===== config.mk =====
export PLATFORM = sky130hd
export DESIGN_NAME = reg_data_selector_flat
export DESIGN_NICKNAME = d
export VERILOG_FILES = /design/src/rtl/reg_data_selector_if.sv /design/src/rtl/reg_data_selector.sv /design/src/flat_wrapper.sv
export SDC_FILE = /design/constraint.sdc
export NUM_CORES = 1
export LEC_CHECK = 0
export CORE_ASPECT_RATIO = 1.1
export CORE_UTILIZATION = 40
export CTS_BUF_LIST = sky130_fd_sc_hd__clkbuf_4
export DETAILED_ROUTE_END_ITERATION = 7
export PLACE_DENSITY_LB_ADDON = 0.08
export SYNTH_ARGS = -nofsm -noshare
export SYNTH_HDL_FRONTEND = slang
export SYNTH_SLANG_ARGS = --single-unit

===== constraint.sdc =====
create_clock -name i_clk -period 1.5 [get_ports i_clk]
set_input_delay 0.225 -clock i_clk [delete_from_list [all_inputs] [get_ports i_clk]]
set_output_delay 0.225 -clock i_clk [all_outputs]
set_load 0.02 [all_outputs]

===== src/rtl/reg_data_selector_if.sv =====
// Bundle of the request (in_*) and delivery (out_*) channels of reg_data_selector.
// Both sides use valid/ready. A transfer happens on a rising clock edge when valid
// and ready are both high. The producer holds valid and its payload until then.
// in_ready depends only on buffer state, never on out_ready.
interface reg_data_selector_if #(
  parameter int WIDTH     = 4,
  parameter int CHANNELS  = 4,
  parameter int SEL_WIDTH = 2
);
  logic [CHANNELS*WIDTH-1:0] in_data;
  logic [SEL_WIDTH-1:0]      in_sel;
  logic                      in_zero;
  logic                      in_valid;
  logic                      in_ready;
  logic [WIDTH-1:0]          out_y;
  logic [SEL_WIDTH-1:0]      out_ch;
  logic                      out_err;
  logic                      out_valid;
  logic                      out_ready;
  logic [1:0]                out_count;

  modport slave (
    input  in_data, in_sel, in_zero, in_valid, out_ready,
    output in_ready, out_y, out_ch, out_err, out_valid, out_count
  );

  modport master (
    output in_data, in_sel, in_zero, in_valid, out_ready,
    input  in_ready, out_y, out_ch, out_err, out_valid, out_count
  );
endinterface


===== src/rtl/reg_data_selector.sv =====
// Registered channel selector feeding a 2-entry FIFO. Each entry carries the selected
// word, its select tag, and an out-of-range flag.
module reg_data_selector #(
  parameter int WIDTH     = 4,
  parameter int CHANNELS  = 4,
  parameter int SEL_WIDTH = 2
) (
  input  logic                i_clk,
  input  logic                i_rst,
  reg_data_selector_if.slave  io_bus,
  output logic [1:0]          o_dbg_state
);

  typedef enum logic [1:0] {
    ST_EMPTY = 2'd0,
    ST_ONE   = 2'd1,
    ST_FULL  = 2'd2
  } state_t;

  state_t               r_state;
  logic [WIDTH-1:0]     r_head_data;
  logic [WIDTH-1:0]     r_tail_data;
  logic [SEL_WIDTH-1:0] r_head_ch;
  logic [SEL_WIDTH-1:0] r_tail_ch;
  logic                 r_head_err;
  logic                 r_tail_err;

  logic                 w_push;
  logic                 w_pop;
  logic                 w_in_range;
  logic [WIDTH-1:0]     w_chan;
  logic [WIDTH-1:0]     w_new_data;
  logic                 w_new_err;

  // Explicit mux avoids indexing past the packed bus for unpopulated selects.
  always_comb begin
    w_chan = '0;
    for (int k = 0; k < CHANNELS; k++) begin
      if (int'(io_bus.in_sel) == k) w_chan = io_bus.in_data[k*WIDTH +: WIDTH];
    end
  end

  assign w_in_range = int'(io_bus.in_sel) < CHANNELS;
  assign w_new_data = (io_bus.in_zero || !w_in_range) ? '0 : w_chan;
  assign w_new_err  = !io_bus.in_zero && !w_in_range;

  assign io_bus.in_ready  = !i_rst && (r_state != ST_FULL);
  assign io_bus.out_valid = (r_state != ST_EMPTY);
  assign w_push = io_bus.in_valid && io_bus.in_ready;
  assign w_pop  = io_bus.out_valid && io_bus.out_ready;

  // Head registers are cleared whenever the buffer drains, so they drive the outputs directly.
  always_ff @(posedge i_clk or posedge i_rst) begin
    if (i_rst) begin
      r_state     <= ST_EMPTY;
      r_head_data <= '0;
      r_head_ch   <= '0;
      r_head_err  <= 1'b0;
      r_tail_data <= '0;
      r_tail_ch   <= '0;
      r_tail_err  <= 1'b0;
    end else begin
      case (r_state)
        ST_EMPTY: begin
          if (w_push) begin
            r_head_data <= w_new_data;
            r_head_ch   <= io_bus.in_sel;
            r_head_err  <= w_new_err;
            r_state     <= ST_ONE;
          end
        end
        ST_ONE: begin
          if (w_push && w_pop) begin
            r_head_data <= w_new_data;
            r_head_ch   <= io_bus.in_sel;
            r_head_err  <= w_new_err;
          end else if (w_push) begin
            r_tail_data <= w_new_data;
            r_tail_ch   <= io_bus.in_sel;
            r_tail_err  <= w_new_err;
            r_state     <= ST_FULL;
          end else if (w_pop) begin
            r_head_data <= '0;
            r_head_ch   <= '0;
            r_head_err  <= 1'b0;
            r_state     <= ST_EMPTY;
          end
        end
        ST_FULL: begin
          if (w_pop) begin
            r_head_data <= r_tail_data;
            r_head_ch   <= r_tail_ch;
            r_head_err  <= r_tail_err;
            r_state     <= ST_ONE;
          end
        end
        default: r_state <= ST_EMPTY;
      endcase
    end
  end

  assign io_bus.out_y     = r_head_data;
  assign io_bus.out_ch    = r_head_ch;
  assign io_bus.out_err   = r_head_err;
  assign io_bus.out_count = r_state;
  assign o_dbg_state      = r_state;

endmodule

===== src/flat_wrapper.sv =====
// flat-port wrapper written by rule: the top's interface ports become plain ports
module reg_data_selector_flat 
#(
  parameter int WIDTH     = 4,
  parameter int CHANNELS  = 4,
  parameter int SEL_WIDTH = 2
)
  (i_clk, i_rst, o_dbg_state, io_bus_in_data, io_bus_in_sel, io_bus_in_zero, io_bus_in_valid, io_bus_out_ready, io_bus_in_ready, io_bus_out_y, io_bus_out_ch, io_bus_out_err, io_bus_out_valid, io_bus_out_count);
  reg_data_selector_if #(.WIDTH(WIDTH), .CHANNELS(CHANNELS), .SEL_WIDTH(SEL_WIDTH)) io_bus_i ();
  input  logic i_clk;
  input  logic i_rst;
  output logic [1:0] o_dbg_state;
  input wire logic [$bits(io_bus_i.in_data)-1:0] io_bus_in_data;
  input wire logic [$bits(io_bus_i.in_sel)-1:0] io_bus_in_sel;
  input wire logic [$bits(io_bus_i.in_zero)-1:0] io_bus_in_zero;
  input wire logic [$bits(io_bus_i.in_valid)-1:0] io_bus_in_valid;
  input wire logic [$bits(io_bus_i.out_ready)-1:0] io_bus_out_ready;
  output wire logic [$bits(io_bus_i.in_ready)-1:0] io_bus_in_ready;
  output wire logic [$bits(io_bus_i.out_y)-1:0] io_bus_out_y;
  output wire logic [$bits(io_bus_i.out_ch)-1:0] io_bus_out_ch;
  output wire logic [$bits(io_bus_i.out_err)-1:0] io_bus_out_err;
  output wire logic [$bits(io_bus_i.out_valid)-1:0] io_bus_out_valid;
  output wire logic [$bits(io_bus_i.out_count)-1:0] io_bus_out_count;
  assign io_bus_i.in_data = io_bus_in_data;
  assign io_bus_i.in_sel = io_bus_in_sel;
  assign io_bus_i.in_zero = io_bus_in_zero;
  assign io_bus_i.in_valid = io_bus_in_valid;
  assign io_bus_i.out_ready = io_bus_out_ready;
  assign io_bus_in_ready = io_bus_i.in_ready;
  assign io_bus_out_y = io_bus_i.out_y;
  assign io_bus_out_ch = io_bus_i.out_ch;
  assign io_bus_out_err = io_bus_i.out_err;
  assign io_bus_out_valid = io_bus_i.out_valid;
  assign io_bus_out_count = io_bus_i.out_count;
  reg_data_selector #(.WIDTH(WIDTH), .CHANNELS(CHANNELS), .SEL_WIDTH(SEL_WIDTH)) u_core (.i_clk(i_clk), .i_rst(i_rst), .io_bus(io_bus_i), .o_dbg_state(o_dbg_state));
endmodule

=== Yosys cells after proc, flatten, opt, wreduce, memory -nomap -nowiden ===
Cells that the tools add are included.

* Input port bits: 23
* Output and inout bits: 13
* Word-level logic and storage cells: 58
* Flip-flop bits (word level): 15

* Bitwise gates (word level): 1
* Equal/unequal tests: 12
* Reduce and logical (&&, ||, !) cells: 12
* Mux-type cells: 27

{| class="wikitable"
|+ Operators by type and width
! cell !! count
|-
| $mux 4 || 10
|-
| $mux 2 || 9
|-
| $pmux 2 s3 || 2
|-
| $pmux 4 s3 || 1
|-
| $eq 2x2->1 const B || 3
|-
| $ne 3x1->1 const B || 2
|-
| $reduce_and 5->1 || 1
|-
| $eq 2x1->1 const B || 2
|-
| $logic_and 1x1->1 || 4
|-
| $logic_not 2->1 || 2
|-
| $mux 1 || 4
|-
| $ne 2x1->1 const B || 2
|-
| $ne 2x2->1 const B || 2
|-
| $reduce_and 4->1 || 1
|-
| $ne 3x3->1 const B || 1
|-
| $pmux 1 s3 || 1
|-
| $reduce_and 3->1 || 1
|-
| $reduce_bool 3->1 || 1
|-
| $reduce_bool 2->1 || 1
|-
| $logic_not 1->1 || 1
|-
| $not 1->1 || 1
|}

=== Depth between registers and ports, before layout ===
Gate-level depths: netlist of the first run.

* Depth after elaboration: 8
* Mapped depth: 7

=== Worst setup path after synthesis of the first run ===
No wires, ideal clock.

* Path type: reg2reg
* Start point: register u_core.r_state[0] (netlist: u_core.io_bus.out_count[0])
* End point: register u_core.r_tail_ch[0]
* Buffers on the path: 0
* Period minus slack after synthesis: 1.829 ns
* Library setup time: 0.125 ns
* Cell stages (with the launch flop): 6
* Setup slack: -0.329 ns
* Arrival time: 1.704 ns
* Cell sequence: dfrtp_1 inv_1 ha_1 nor3b_2 nand3_1 mux2_2

* Word-level cells in the longest chain between the ends: 6
* Elaborated cells on any way between the ends: 9

{| class="wikitable"
|+ RTL lines
! element !! line !! RTL
|-
| start, declared || reg_data_selector.sv:20 || <nowiki>state_t r_state;</nowiki>
|-
| start signal, assigned || reg_data_selector.sv:55 || <nowiki>r_state <= ST_EMPTY;</nowiki>
|-
| start signal, assigned || reg_data_selector.sv:69 || <nowiki>r_state <= ST_ONE;</nowiki>
|-
| start signal, assigned || reg_data_selector.sv:81 || <nowiki>r_state <= ST_FULL;</nowiki>
|-
| $ne 2x2->1 || reg_data_selector.sv:47 || <nowiki>assign io_bus.in_ready = !i_rst && (r_state != ST_FULL);</nowiki>
|-
| $logic_and 1x1->1 || reg_data_selector.sv:47 ||
|-
| $logic_and 1x1->1 || reg_data_selector.sv:49 || <nowiki>assign w_push = io_bus.in_valid && io_bus.in_ready;</nowiki>
|-
| $logic_and 1x1->1 || reg_data_selector.sv:73 || <nowiki>if (w_push && w_pop) begin</nowiki>
|-
| $not 1->1 (no line) || n/a ||
|-
| $reduce_and 3->1 (no line) (*) || n/a ||
|-
| end signal, assigned || reg_data_selector.sv:79 || <nowiki>r_tail_ch <= io_bus.in_sel;</nowiki>
|-
| end, declared || reg_data_selector.sv:24 || <nowiki>logic [SEL_WIDTH-1:0] r_tail_ch;</nowiki>
|}

Mark *: on every way between the ends. The rest lies on a longest branch, timed or not.
A chain may end at the register's enable or synchronous reset.

=== Worst setup path in the final report of the first run ===
* Start point: register u_core.r_state[0] (netlist: u_core.io_bus.out_count[0])
* End point: register u_core.r_tail_data[0]

* Word-level cells in the longest chain between the ends: 6
* Elaborated cells on any way between the ends: 9

{| class="wikitable"
|+ RTL lines
! element !! line !! RTL
|-
| $ne 2x2->1 || reg_data_selector.sv:47 ||
|-
| $logic_and 1x1->1 || reg_data_selector.sv:47 ||
|-
| $logic_and 1x1->1 || reg_data_selector.sv:49 ||
|-
| $logic_and 1x1->1 || reg_data_selector.sv:73 ||
|-
| $not 1->1 (no line) || n/a ||
|-
| $reduce_and 3->1 (no line) (*) || n/a ||
|-
| end signal, assigned || reg_data_selector.sv:78 || <nowiki>r_tail_data <= w_new_data;</nowiki>
|-
| end, declared || reg_data_selector.sv:22 || <nowiki>logic [WIDTH-1:0] r_tail_data;</nowiki>
|}

Marked as above.

==> results of run 1 <==
-- worst max-delay path, cell delays in order (launching register included) --
cell and delay, ns:
dfrtp_2 0.41, inv_4 0.06, ha_4 0.17, nor3b_4 0.25, buf_6 0.17, nand3_4 0.12
mux2_2 0.30
-- final cells by class --
type | instances | area, um^2 | share of cell area [%]
clock buffer | 3 | 22.52 | 1.431
clock inverter | 1 | 3.754 | 0.2385
inverter | 5 | 23.77 | 1.510
multi-input combinational | 61 | 639.4 | 40.62
sequential | 14 | 352.8 | 22.42
tap | 28 | 35.03 | 2.226
timing repair buffer | 50 | 496.7 | 31.56
-- sequential cells by signal, indices dropped and copies added, names as in the netlist --
signal	cells
u_core.r_tail_data	4
u_core.io_bus.out_y	4
u_core.r_tail_ch	2
u_core.io_bus.out_count	2
u_core.io_bus.out_ch	2
-- power groups by stage --
stage	Sequential [uW]	Combinational, uW	Clock, uW
6_report	711	2230	230
4_1_cts	696	1770	229
2_1_floorplan	830	892	0
3_3_place_gp	692	1620	0
3_5_place_dp	699	1640	0
5_1_grt	728	2380	249
-- stage by stage --
step / instance area [um^2] / power, uW / TNS [ns]
finish: 1574 / 3173 / -1.090
global route: 1574 / 3357 / -2.018
CTS: 1425 / 2695 / -0.7986
detailed placement: 1328 / 2336 / -4.214
global placement: 1328 / 2309 / -3.993
floorplan: 928.4 / 1722 / -0.2509
-- cells in the final DEF (no fill, tap or decap), drive strengths merged, types with 6 or more instances in the layout --
cell type,count
clkdlybuf4s50,21
dlymetal6s2s,6
dfrtp,14
a31oi,7
mux2,6
buf,16
nand2,8
nor2,9
nand2b,6
-- path summary, 6_finish.rpt --
| check | start | end |
|---|---|---|
| max | u_core.io_bus.out_count[0] | u_core.r_tail_data[0] |
| min | i_rst | u_core.io_bus.out_count[1] |
| max reg2reg | u_core.io_bus.out_count[0] | u_core.r_tail_data[0] |
| min reg2reg | u_core.r_tail_data[3] | u_core.r_tail_data[3] |
| max in group asynchronous | i_rst | u_core.io_bus.out_count[0] |
| min in group i_clk | u_core.r_tail_data[3] | u_core.r_tail_data[3] |
-- cells in the mapped netlist (all sizes together) --
cell,n,area share (%)
a22o,1,0.98
buf,6,4.8
mux2i,1,1.1
mux2,6,7.6
mux4,4,10
dfrtp,14,39
ha,5,7.0
nor3b,1,1.4
nand3,1,0.56
a21oi,1,0.56
o21bai,3,2.5
o2bb2ai,1,0.98
nor2b,5,3.5
a31oi,7,4.9
inv,5,2.1
nor2,9,3.8
conb,1,0.42
nand2b,6,4.2
and2,1,0.70
nand2,8,3.4
-- what timing repair did --
item,CTS,global route
pin swaps,1,11
cloned,0,1
resized for setup,22,26
endpoints found under the setup margin,19,20
setup buffers,3,5
hold buffers,0,0
-- cell families (layout without fill, tap and decap cells) --
kind of cell / after synthesis / in the layout
AOI/OAI and AO/OA: 13 / 13
adders and majority gates: 5 / 5
buffers and inverters: 11 / 59
DFF: 14 / 14
muxes: 11 / 11
other: 1 / 1
and+or+nand+nor: 31 / 31
-- per-layer routing --
metal  up-vias  GRT usage, %  routed length [um]  share of wire (%)
li1        389             -                   -                  -
met1       397         26.61                 990                 40
met2        45         35.19                1274                 51
met3         8         4.514                 132                5.3
met4         0         11.43                  91                3.7
met5         -             0                   0                  0
==> impl_results.md, run 1 <==
* DP Cell Count at 150
* Fmax at roughly 620 MHz
* Maximum VDD drop at 1542 uV
* Period minus WS final at 1.600 ns
* Gr usage total at 21.82%
* Combinational family with the most area after synthesis: multiplexers
* CP Capture Type: register
* Die Span X at 47.00 um
* Mux cell area share after synthesis at between 10% and 20%
* Synth Cell Area at just under 900 um^2
* Sw frac at 41.81%
* Vias in the first global route at 849
* Final Worst Setup Slack at -0.1002 ns
* Layout cells sized above 1 at 42.54%
* Comb pwr share at 70.4%
* Reported net switching power at 1327 uW
* DIE HEIGHT at 51.50 um
* Fillers at 141
* Total Nets Final at 163
* WHS at 0.3509 ns
* Crit path DAT at 1.78 ns
* Pint at 1847 uW
* Num rows at 17
* Maximum root-to-sink buffer count at 2
* Post-Syn Instances at 86
* Worst clock skew at between 0.0015 and 0.002 ns
* Port bufs at 34
* Num ports at 36
* Diode count at 0
* DRC errors left at 0
* Antenna violations before repair at 0
* Final setup fails at 14
* Clock sink count at 14
* Critical path start-end classification: register to register
* XOR/XNOR Fraction of Synth Area at 0%
* Crit start category: register
* Largest net degree at the start of global routing at 15
* Syn nets at roughly 110
* Unique cell type count in the Yosys netlist at 23
* Syn avg cell area at 10.36 um^2
* Yosys reg bits at 14
* Final ANT Viol Nets at 0
* Reg clk slew, reported paths at 0.09 ns
* Worst Hold Class: input pin to async pin
* Root buffer cell: clkbuf_4
* RSZ-0062 raised after global routing: yes
* Reg2reg setup slack at -0.10 ns
* Critical path data required time at roughly 1.7 ns
* R2R depth at 6
* Post-synthesis simple-gate area fraction at 17.56%
* Violated checks: negative setup slack
* Tcrit/Tclk final at 106.7%
* Die ar. at roughly 0.0024 mm^2
* First-pass GRT wire length at ~3700 um
* Starting density of the core at 43.63%
* Via-to-Cell Ratio at 5.179
* Core area at 0.002042 mm^2
* CTS HTree Levels at 1
* Remaining global-route overflow at 0
* Clock power share at 7.2%
* Wire per inst at between 15 and 20 um
* DRT Wirelength at 2488 um
* Seq/Total Area, Yosys at 39.33%
* Post-Synth Adder-Cell Area at 7.022%
* DP Worst Slack at -0.4496 ns
* Synth Area in Compound Gates at 9.972%
* Outcome: finished, violations left
* Max Cap Viol at 0
* Yosys warnings at 0
* DR iter-0 viols at 30
* CP max FO at 6
* Layout area overhead at 76.69%
* Final std cells w/o fill at 162
* DR pass1 iterations at 4
* TritonCTS clock tree: built
* Final Util at 77.08%
* Hold Vio Cnt, Final at 0
* Slew Viols, Final at 0
* Total CTS buffers at 3
* GPL Wtd Cong at 0.7698
* Flop pwr share at approximately 22%
* Clock latency on the worst-skew pair at 0.29 ns
* Power Dens Cells at 2016 mW/mm^2
* HPWL after DPL at 1500 um
* DR vias at 839
* Leak at 0.0007218 uW
(Power assumes the default switching activity.)
==> run 2, diff against run 1 <==
--- a/config.mk
+++ b/config.mk
@@ -5,7 +5,7 @@
 export SDC_FILE = /design/constraint.sdc
 export NUM_CORES = 1
 export LEC_CHECK = 0
-export CORE_ASPECT_RATIO = 1.1
+export CORE_ASPECT_RATIO = 1.25
 export CORE_UTILIZATION = 40
 export CTS_BUF_LIST = sky130_fd_sc_hd__clkbuf_4
 export DETAILED_ROUTE_END_ITERATION = 7
==> constraint.sdc (replaced) <==
create_clock -name i_clk -period 2 [get_ports i_clk]
set_input_delay 0.3 -clock i_clk [delete_from_list [all_inputs] [get_ports i_clk]]
set_output_delay 0.3 -clock i_clk [all_outputs]
set_load 0.02 [all_outputs]
==> impl_results.md, run 2 (synthesis gave the netlist of run 1 again) <==
* Outcome: finished, violations left
* Violated checks: design-rule violations
* Fmax at 552.0 MHz
* CP max FO at 7
* Total CTS buffers at 3
* Final ANT Viol Nets at 0
* Core area at around 0.002 mm^2
* Number of post-CTS setup repair buffers at 0
* Remaining global-route overflow at 0
* Vias in the first global route at about 660
* Leak at 0.0005437 uW
* DRT Wirelength at 1590 um
* Root buffer cell: clkbuf_4
* Final setup fails at 0
* R2R depth at 4
* Antenna violations before repair at 0
* CP max stage delay at 0.45 ns
* Clock latency on the worst-skew pair at approximately 0.27 ns
* Reg2reg setup slack at 0.19 ns
* Slew Viols, Final at 0
* Delay-heaviest family, CP: simple AND/OR/NAND/NOR gates
* Tcrit/Tclk final at 90.57%
* Worst Hold Class: input pin to async pin
* Power Dens Cells at 1363 mW/mm^2
* RSZ-0062 raised after global routing: no
* Critical path data required time at 2.16 ns
* Largest net degree at the start of global routing at 15
* Critical path start-end classification: register to register
* Die ar. at between 0.002 and 0.0025 mm^2
* DIE HEIGHT at between 50 and 60 um
* Worst clock skew at slightly below 0.005 ns
* Layout area overhead at 41.57%
* Maximum root-to-sink buffer count at 2
* Clock sink count at 14
* Crit start category: register
* Slowest library cell on the worst path: dfrtp_2
* Port bufs at 34
* Die Span X at 44.21 um
* Period minus WS final at 1.811 ns
* Commonest non-fill, non-tap cell in the layout: clkdlybuf4s50_1
* Diode count at 0
* Layout cells sized above 1 at 15.00%
* Reg clk slew, reported paths at 0.07 ns
* Cts hold-fix bufs at 0
* Crit path DAT at between 1.5 and 2 ns
* Relative slew margins at 65.19%
* Num ports at 36
* Slew @ Worst Pin at 0.5216 ns
* DR vias at 739
* Wire per inst at 11.36 um
* Setup TNS at 0 ns
* Commonest non-fill, non-tap cells in the layout: 32 x clkdlybuf4s50_1, 13 x dfrtp_1, 9 x nor2_1, 8 x nand2_1, 7 x a31oi_1
* DR iter-0 viols at 14
* DRC errors left at 2
* Total Nets Final at 150
* Hold Vio Cnt, Final at 0
* Gr usage total at between 10% and 20%
* TritonCTS clock tree: built
* Worst reg2reg startpoint: u_core.io_bus.out_count[1]
* CP Capture Type: register
* CTS HTree Levels at 1
* Num rows at 18
* Max Cap Viol at 0
* Final Util at 62.22%
* DP Cell Count at 137
* Via-to-Cell Ratio at approximately 5.3
* First-pass GRT wire length at 2642 um
* Cells along the critical path: ha_1, nor3b_2, nand3_1, mux2_2
* Worst Path Buf+Inv at 0
* Maximum VDD drop at 572.2 uV
* DR pass1 iterations at 6
* GPL Wtd Cong at 0.8283
* FF-to-FF End: u_core.r_tail_data[0]
* Starting density of the core at about 44%
* Final std cells w/o fill at 140
* HPWL after DPL at 1375 um
run 2: area by class of cell:
type | instances | area, um^2
Fill cell | 197 | 765.7
Clock buffer | 3 | 22.52
Inverter | 5 | 18.77
Timing Repair Buffer | 37 | 364.1
Tap cell | 20 | 25.02
Sequential cell | 14 | 351.6
Multi-Input combinational cell | 61 | 479.2
run 2: metrics by stage:
step | instance area (um^2) | hold slack (ns) | worst slack [ns] | power, uW
after floorplan | 890.9 | 0.1892 | 0.1709 | 1217
after global placement | 1236 | 0.4883 | 0.005708 | 1574
after detailed placement | 1236 | 0.4939 | -0.02083 | 1593
after CTS | 1259 | 0.4486 | 0.0002049 | 1744
after global routing | 1261 | 0.4848 | 0.04401 | 1862
final | 1261 | 0.4327 | 0.1885 | 1719
run 2: worst max path at each step:
stage                          startpoint                      to  slack (ns)  cells after the start
2_1_floorplan  u_core.io_bus.out_count[0]     u_core.r_tail_ch[0]        0.17                      5
5_1_grt        u_core.io_bus.out_count[0]  u_core.io_bus.out_y[3]        0.04                      6
3_3_place_gp             io_bus_in_sel[0]   u_core.r_tail_data[1]       0.006                      4
6_report       u_core.io_bus.out_count[1]   u_core.r_tail_data[0]        0.19                      4
3_5_place_dp             io_bus_in_sel[0]   u_core.r_tail_data[0]       -0.02                      4
4_1_cts        u_core.io_bus.out_count[1]        io_bus_out_valid      0.0002                      4
run 2: where the power goes:
group	internal [uW]	total (uW)	switching, uW
logic	529	1060	529
registers	432	512	80.5
clock network	69.8	149	79.4
total	1030	1720	689
run 2: worst reg2reg max path, stage by stage, from the launching register on:
cell and delay [ns]:
dfrtp_2 0.45, ha_1 0.24, nor3b_2 0.32, nand3_1 0.32, mux2_2 0.36
run 2: per-layer routing:
metal	vias to the layer above	routed length, um	track usage, %
met2	31	814	28.43
met5	-	0	0
met1	341	656	16.53
li1	362	-	-
met4	0	29	9.091
met3	5	89	1.980
run 2: timing repair:
item,in CTS,in global routing
resized for setup,2,1
endpoints found under the setup margin,2,1
pin swaps,0,0
